==> src/rtl/filtered_bus_synchronizer.sv <==
// WIDTH independent level synchronizers, each followed by a stability filter and rise/fall pulse generation.
// Define SYNC_STICKY_EVENT_EN to build the sticky per-channel event flags (event_o / clear_i).
module filtered_bus_synchronizer #(
    parameter int               WIDTH         = 1,
    parameter int               LENGTH        = 3,
    parameter int               STABLE_CYCLES = 4,
    parameter logic [WIDTH-1:0] RESET_VALUE   = '0
) (
    input  logic             clk_i,
    input  logic             reset_ni,
    input  logic [WIDTH-1:0] data_i,
    output logic [WIDTH-1:0] data_o,
    output logic [WIDTH-1:0] rise_o,
    output logic [WIDTH-1:0] fall_o,
    output logic [WIDTH-1:0] event_o,
    input  logic [WIDTH-1:0] clear_i
);

    localparam int               CNT_W    = $clog2(STABLE_CYCLES + 1);
    localparam logic [CNT_W-1:0] CNT_LAST = CNT_W'(STABLE_CYCLES - 1);

    logic [WIDTH-1:0] stage_r [LENGTH];
    logic [WIDTH-1:0] sync_s;
    logic [CNT_W-1:0] cnt_r     [WIDTH];
    logic [CNT_W-1:0] cnt_nxt_s [WIDTH];
    logic [WIDTH-1:0] data_r;
    logic [WIDTH-1:0] data_nxt_s;
    logic [WIDTH-1:0] rise_nxt_s;
    logic [WIDTH-1:0] fall_nxt_s;
    logic [WIDTH-1:0] rise_r;
    logic [WIDTH-1:0] fall_r;

    // Plain flop chain into the clk_i domain; nothing may sit between stages.
    always_ff @(posedge clk_i or negedge reset_ni) begin
        if (!reset_ni) begin
            for (int k = 0; k < LENGTH; k++) begin
                stage_r[k] <= RESET_VALUE;
            end
        end else begin
            stage_r[0] <= data_i;
            for (int k = 1; k < LENGTH; k++) begin
                stage_r[k] <= stage_r[k-1];
            end
        end
    end

    assign sync_s = stage_r[LENGTH-1];

    // Per-channel stability filter: a new level must persist STABLE_CYCLES cycles before it is accepted.
    always_comb begin
        data_nxt_s = data_r;
        for (int i = 0; i < WIDTH; i++) begin
            cnt_nxt_s[i] = {CNT_W{1'b0}};
            if (sync_s[i] == data_r[i]) begin
                cnt_nxt_s[i] = {CNT_W{1'b0}};
            end else if (cnt_r[i] == CNT_LAST) begin
                data_nxt_s[i] = sync_s[i];
                cnt_nxt_s[i]  = {CNT_W{1'b0}};
            end else begin
                cnt_nxt_s[i] = cnt_r[i] + CNT_W'(1);
            end
        end
    end

    assign rise_nxt_s = data_nxt_s & ~data_r;
    assign fall_nxt_s = ~data_nxt_s & data_r;

    // Filter state, filtered level and edge pulses; pulses coincide with the level change.
    always_ff @(posedge clk_i or negedge reset_ni) begin
        if (!reset_ni) begin
            for (int i = 0; i < WIDTH; i++) begin
                cnt_r[i] <= {CNT_W{1'b0}};
            end
            data_r <= RESET_VALUE;
            rise_r <= {WIDTH{1'b0}};
            fall_r <= {WIDTH{1'b0}};
        end else begin
            for (int i = 0; i < WIDTH; i++) begin
                cnt_r[i] <= cnt_nxt_s[i];
            end
            data_r <= data_nxt_s;
            rise_r <= rise_nxt_s;
            fall_r <= fall_nxt_s;
        end
    end

    assign data_o = data_r;
    assign rise_o = rise_r;
    assign fall_o = fall_r;

`ifdef SYNC_STICKY_EVENT_EN
    logic [WIDTH-1:0] event_r;

    // Sticky edge flags; a new edge in the same cycle overrides a clear.
    always_ff @(posedge clk_i or negedge reset_ni) begin
        if (!reset_ni) begin
            event_r <= {WIDTH{1'b0}};
        end else begin
            event_r <= (event_r & ~clear_i) | rise_nxt_s | fall_nxt_s;
        end
    end

    assign event_o = event_r;
`else
    logic unused_clear_s;

    assign unused_clear_s = ^clear_i;
    assign event_o        = {WIDTH{1'b0}};
`endif

endmodule
==> config.mk <==
export PLATFORM = sky130hd
export DESIGN_NAME = filtered_bus_synchronizer
export DESIGN_NICKNAME = d
export VERILOG_FILES = /design/src/rtl/filtered_bus_synchronizer.sv
export SDC_FILE = /design/constraint.sdc
export NUM_CORES = 1
export LEC_CHECK = 0
export CORE_AREA = 10 10 47 49
export CTS_BUF_LIST = sky130_fd_sc_hd__clkbuf_16
export CTS_CLUSTER_DIAMETER = 30
export CTS_CLUSTER_SIZE = 40
export DETAILED_ROUTE_END_ITERATION = 8
export DIE_AREA = 0 0 57 59
export HOLD_SLACK_MARGIN = 0.02
export PLACE_DENSITY = 0.55
export SKIP_LAST_GASP = 1
export SYNTH_ARGS = -nofsm -noshare
export SYNTH_HDL_FRONTEND = slang
export SYNTH_SLANG_ARGS = --single-unit
==> constraint.sdc <==
create_clock -name clk_i -period 1.09 [get_ports clk_i]
set_input_delay 0.1635 -clock clk_i [delete_from_list [all_inputs] [get_ports clk_i]]
set_output_delay 0.1635 -clock clk_i [all_outputs]
set_load 0.02 [all_outputs]
* After elaboration in Yosys (flattened, before gate mapping)
Index checks and enable logic that the tools add are counted.
** Storage, ports and cells
- Bits in read-only memories :: 0
- Memories kept :: 0
- Word-level logic and storage cells :: 18
- Bits in latches :: 0
- Memory bits (writable) :: 0
- Flip-flop bits (word level) :: 9
- Output and inout bits :: 4
- Input bits :: 4
** Cells by class
- Eq/ne operators :: 2
- Reduce and logical (&&, ||, !) cells :: 0
- $mul :: 0
- Divide/modulo/power cells :: 0
- Bitwise logic cells :: 4
- $lt $le $gt $ge :: 0
- Muxes and demuxes :: 4
- Shift-type cells :: 0
- Add/sub/neg operators :: 1
** Operators by type and width (count)
- $mux 3 :: 2
- $add 3x1->3 const B :: 1
- $eq 3x2->1 const B :: 1
- $and 1x1->1 :: 2
- $mux 1 :: 2
- $not 1->1 :: 2
- $eq 1x1->1 :: 1

* Logic depth before layout (Yosys ltp)
Gate-level depths: netlist of the first run.
- Depth in word-level cells :: 5
- Mapped depth :: 3
- Gate-level depth less buffers :: 3

* Worst setup path before layout of the first run
No wires, ideal clock.
- Path kind :: register to register
- Start point :: register cnt_r[0] (netlist name)
- End point :: register data_r, in the netlist data_o
- Stages on the path, launching flop included :: 4
- Library setup time :: 0.127 ns
- Buffers on the path :: 0
- Required time :: 0.963 ns
- Arrival time :: 0.993 ns
- Clock period less this slack :: 1.120 ns
- Setup slack :: -0.030 ns
- Cells stage by stage :: dfrtp_1 -> ha_1 -> nor2b_4 -> mux2_1
** On the way
- Cells in the longest elaborated chain, start to end :: 3
** Ends and longest elaborated chain
- start, declared :: line 24 : logic [CNT_W-1:0] cnt_r [WIDTH];
- start signal, assigned by index :: line 72 : cnt_r[i] <= {CNT_W{1'b0}};
- start signal, assigned by index :: line 79 : cnt_r[i] <= cnt_nxt_s[i];
- $eq 3x2->1 :: line 56 : end else if (cnt_r[i] == CNT_LAST) begin
- $mux 1 :: line 56
- $mux 1 :: line 54 : if (sync_s[i] == data_r[i]) begin
- net data_nxt_s :: line 27 : logic [WIDTH-1:0] data_nxt_s;
- end signal, assigned :: line 81 : data_r <= data_nxt_s;
- end, declared :: line 26 : logic [WIDTH-1:0] data_r;
The timed path passes the listed nets, and every way through them passes these cells.

* Final worst setup path of the first run
Ends and elaborated chain as after synthesis.

==> impl_metrics.yaml, run 1 <==
floorplan:
  start_util_pct: 23.1
  die_area_um2: 3360
  core_area_um2: 1400
  fp.dieW_um: 57
  placementRows: 14
  fp.dieH_um: 59
  ios: 8
grt:
  grtUsageMet2_pct: 5.89
  grt_usage_pct: 4.30
  globalRouteMet3Util_pct: 3.86
  grt_max_degree: 10
  grt.met1_usage_pct: 3.37
  antenna_found_initial: 0
  overflow: 0
  grt_pass1_wl_um: 959
  busiest_layer: "met2"
  first_global_vias: 220
critical_path:
  required_ps: 1210
  cp_num_cells: 3
  cp_top_family: "flip-flops"
  crit_fanout: 2
  worst_setup_path_end_kind: "flip-flop"
  reg2reg_from: "cnt_r[0]"
  crit_path_start_kind: "flip-flop"
  crit_arrival_ps: 1210
  path_class: "reg2reg"
  worstPathCellList: "ha_2 > nor2b_4 > mux2_4"
  rr_endpoint: "data_o"
  cp_num_buf_inv: 0
  slowest_stage: "dfrtp_1"
  r2r_cells: 3
  reg2reg_slack_ps: -5
  critical-path-max-stage-delay_ps: 340
logic_synthesis:
  muxShareOfSynthArea_pct: 3.47
  synth-adder-area-share_pct: 3.86
  ys_seq_elements: 9
  syn_nets: 26
  synth-simple-area-share_pct: 17.0
  synth_cell_type_count: 10
  yosysTopAreaCellShare_pct: 69.5
  syn_inst: 21
  synth_warnings: 0
  seq_area_frac_synth_pct: 69.5
  yosys.area_share.xor_xnor_pct: 2.70
  synth_top_family_by_area: "simple AND/OR/NAND/NOR gates"
  synth_compound_area_share_pct: 0
  synthTopCellsByArea: "dfrtp_1, nor3b_1, nor2b_4"
  synth_largest_area_cell: "dfrtp_1"
  synthesis.area_um2: 324
  postSynthAreaPerCell_um2: 15.4
route:
  routedWlPerCell_um: 12.2
  postRouteWirelength_um: 600
  drc: 0
  viasPerCell: 4.02
  drtIter0Drc: 1
  ant_nets: 0
  vias: 197
  drt-pass1-iter-count: 4
cts:
  htree_levels: 1
  cts_tree: "built"
  cts_buffers: 3
  cts.clk_slew.worst_paths_ps: 40
  clockRootBuffer: "clkbuf_16"
  clk-insertion-delay-late_ps: 230
  cts_buffer_depth: 2
  clkSinkCount: 9
timing:
  setup_viol: 1
  skew_ps: 0.760
  tns_ps: -5.30
  report.final.hold_viol_count: 0
  rsz0062_at_grt: "yes"
  clock.fmax_ghz: 0.913
  drv_slew: 0
  timing.final.ws_setup_ps: -5.30
  period_share_pct: 100
  fin_crit_ps: 1100
finish:
  antenna-diode-count: 0
  drive_gt1_share_pct: 42.4
  stdcell_count: 49
  final_area_um2: 523
  syn_to_final_growth_pct: 61.4
  finalNetCount: 39
run_status:
  status: "finished, violations left"
  violations: "setup timing"
power_and_ir_drop:
  ir_drop_mv: 1.45
  p_leak_uw: 0.000245
  pwr_density_cell_nw_per_um2: 2710
placed_design:
  place_area_um2: 412
  dpl.hpwl_um: 451
  dp_cells: 44
  port_buffers: 5
  gp_congestion: 0.699
min_path:
  hold_class: "in2async"
job:
  maxCapViolCount: 0
cell type report:
cell class	instances	area (um^2)
Clock buffer	3	75.1
Clock inverter	1	3.75
Fill cell	135	878
Multi-Input combinational cell	11	120
Sequential cell	9	225
Tap cell	16	20.0
Timing Repair Buffer	9	78.8
worst max-delay path by stage:
stage	start	end	slack, ps
after floorplan	cnt_r[0]	data_o	2
after global placement	cnt_r[0]	data_o	-10
after detailed placement	cnt_r[0]	data_o	-40
after CTS	cnt_r[0]	data_o	-20
after global routing	cnt_r[0]	data_o	-60
final	cnt_r[0]	data_o	-5
metal layers:
layer	up-vias	routed length, um
met5	-	0
met4	0	31
met3	3	47
met2	6	310
met1	97	212
li1	91	-
stage by stage:
stage | power, uW | worst slack, ps | hold slack [ps] | utilization, %
final | 1420 | -5.30 | 224 | 37.3
after global routing | 1500 | -55.0 | 245 | 37.3
after CTS | 1390 | -21.7 | 232 | 35.5
after detailed placement | 711 | -37.6 | 352 | 29.4
after global placement | 697 | -10.7 | 340 | 29.4
after floorplan | 576 | 1.94 | -132 | -
cell usage in the layout (no fill, tap or decap):
| master | n |
|---|---|
| nor3b_2 | 2 |
| clkbuf_16 | 3 |
| nor3_2 | 1 |
| mux2_4 | 1 |
| inv_1 | 1 |
| buf_4 | 4 |
| nand2b_1 | 1 |
| clkdlybuf4s15_1 | 2 |
| conb_1 | 1 |
| xnor2_2 | 1 |
| dlygate4sd2_1 | 1 |
| nor3b_1 | 2 |
| nor2b_4 | 1 |
| ha_2 | 1 |
| clkdlybuf4s50_1 | 2 |
| dfrtp_1 | 9 |
sequential cells by signal (all words and copies together) (netlist names):
name,flops
fall_o,1
cnt_r,3
data_o,1
sync_s,1
rise_o,1
stage_r,2
worst register-to-register path, delay by kind of cell, from the launching register on:
family,cells,cell delay (ps)
mux,1,300
fa+ha+maj,1,180
simple gates,1,150
flops,1,340
what timing repair did:
| item | 4_1_cts | 5_1_grt |
|---|---|---|
| endpoints found under the hold margin | 0 | 0 |
| pin swaps | 1 | 1 |
| hold buffers | 0 | 0 |
| cloned | 0 | 0 |
| gates resized for setup | 4 | 6 |
| buffers inserted | 1 | 0 |
| endpoints found under the setup margin | 4 | 6 |
power by group:
| group | switching (uW) | internal [uW] |
|---|---|---|
| clock | 157 | 479 |
| combinational | 157 | 205 |
| sequential | 27.3 | 394 |
| total | 341 | 1080 |
Yosys cell counts:
library cell / count
nor2b_4: 1
mux2_1: 1
nor3_1: 1
xnor2_1: 1
nor3b_1: 4
dfrtp_1: 9
buf_4: 1
ha_1: 1
conb_1: 1
nand2b_1: 1
kinds of logic after synthesis:
logic type / count (synthesis)
flops: 9
simple gates: 7
xor+xnor: 1
buf+inv: 1
mux: 1
fa+ha+maj: 1
other cells: 1
Note: power is estimated with default switching activity, not from simulation.
==> run 2, diff against run 1 <==
Settings changed: GPL_TIMING_DRIVEN set to 0.
==> impl_metrics.yaml, run 2 (synthesized netlist as in run 1, its figures left out) <==
route:
  viasPerCell: 4.04
  postRouteWirelength_um: 531
  drt-pass1-iter-count: 2
  drc: 0
  ant_nets: 0
  drtIter0Drc: 1
  routedWlPerCell_um: 11.1
  vias: 194
power_and_ir_drop:
  clkPwrFrac_pct: 48.8
  switchingPower_uw: 292
  p_leak_uw: 0.000230
  comb_power_share_pct: 17.1
  intPower_uw: 985
  seqPwrFrac_pct: 34.1
  ir_drop_mv: 1.17
  pwr_density_cell_nw_per_um2: 2640
  power_switching_share_pct: 22.9
cts:
  cts_buffers: 3
  cts_tree: "built"
  cts_hold_buf: 0
  cts_buffer_depth: 2
  clkSinkCount: 9
  clk-insertion-delay-late_ps: 230
  htree_levels: 1
  clockRootBuffer: "clkbuf_16"
  cts.clk_slew.worst_paths_ps: 40
timing:
  tns_ps: -29.2
  report.final.hold_viol_count: 0
  skew_ps: 0.576
  drv_slew: 0
  timing.final.ws_setup_ps: -29.2
  clock.fmax_ghz: 0.893
  setup_viol: 1
  hold_ws_ps: 226
  rsz0062_at_grt: "yes"
  fin_crit_ps: 1120
  period_share_pct: 103
critical_path:
  crit_path_start_kind: "flip-flop"
  crit_fanout: 2
  reg2reg_from: "cnt_r[0]"
  setup.worst_path.start: "cnt_r[0]"
  crit_arrival_ps: 1230
  path_class: "reg2reg"
  worst_setup_path_end_kind: "flip-flop"
  required_ps: 1200
finish:
  largest_register: "cnt_r"
  syn_to_final_growth_pct: 49.0
  top_regs: "cnt_r x3, stage_r x2"
  layout_commonest_cell: "dfrtp_1"
  layout_common_cells: "dfrtp_1, nor3b_1, buf_4, clkbuf_16"
  largest_reg_flops: 3
  antenna-diode-count: 0
  final_area_um2: 483
  finalNetCount: 38
  drive_gt1_share_pct: 28.1
  fill_cells: 154
placed_design:
  place_area_um2: 397
  dpl.hpwl_um: 407
  port_buffers: 5
  gp_congestion: 0.739
grt:
  grt_usage_pct: 3.43
  antenna_found_initial: 0
  grt_max_degree: 10
  first_global_vias: 201
  overflow: 0
  grt_pass1_wl_um: 800
floorplan:
  fp.dieH_um: 59
  start_util_pct: 23.1
  die_area_um2: 3360
  placementRows: 14
  ios: 8
  fp.dieW_um: 57
  core_area_um2: 1400
run_status:
  violations: "setup timing"
  status: "finished, violations left"
min_path:
  hold_class: "in2async"
job:
  maxCapViolCount: 0
## run 2: changes by cell type in the layout (fill, tap and decap cells not counted), sizes merged
cell	change
buf	-1
clkbuf	+1
clkdlybuf4s15	-2
dlygate4sd2	+1
## run 2: area by class of cell
type | instances | area (um^2) | share of cell area [%]
tap | 16 | 20.0 | 4.15
sequential | 9 | 225 | 46.6
clock inverter | 1 | 3.75 | 0.777
multi-input combinational | 11 | 93.8 | 19.4
buffer | 1 | 7.51 | 1.55
timing repair buffer | 7 | 57.6 | 11.9
clock buffer | 3 | 75.1 | 15.5
## run 2: path summary, 6_finish.rpt
check                                   to  slack [ps]  cells past startpoint
worst max-delay path                data_o         -30                      3
worst min-delay path              cnt_r[2]         230                      1
worst max register to register      data_o         -30                      3
worst min register to register      sync_s         340                      0
max in group asynchronous       stage_r[2]         590                      1
min in group clk_i                  sync_s         340                      0
## run 2: power groups by stage
stage                     Sequential (uW)  Combinational [uW]  Clock, uW
final                                 436                 218        623
after global routing                  445                 243        660
after CTS                             439                 220        641
after detailed placement              442                 226          0
after global placement                437                 214          0
after floorplan                       463                 113          0
## run 2: stage by stage
| step | utilization (%) | cells | total power (uW) | worst slack (ps) |
|---|---|---|---|---|
| after floorplan | - | 21 | 576 | 1.94 |
| after global placement | 28.3 | 42 | 651 | -92.7 |
| after detailed placement | 28.3 | 42 | 668 | -107 |
| after CTS | 34.2 | 47 | 1300 | -83.8 |
| after global routing | 34.5 | 48 | 1350 | -77.6 |
| final | 34.5 | 48 | 1280 | -29.2 |
## run 2: per-layer routing
| layer | up-vias | wire [um] | global-route usage, % |
|---|---|---|---|
| li1 | 88 | - | - |
| met1 | 97 | 179 | 2.16 |
| met2 | 6 | 292 | 5.74 |
| met3 | 3 | 30 | 1.93 |
| met4 | 0 | 29 | 5.03 |
| met5 | - | 0 | 0 |
## run 2: timing repair
action,in CTS,in global routing
endpoints found under the setup margin,4,2
pin swaps,1,1
resized for setup,3,2
cloned,0,0
setup buffers,1,1
endpoints found under the hold margin,0,0
## run 2: critical path, stage by stage, from the launching register on
cell,delay [ps]
dfrtp_1,340
ha_2,180
nor2b_4,150
mux2_1,330
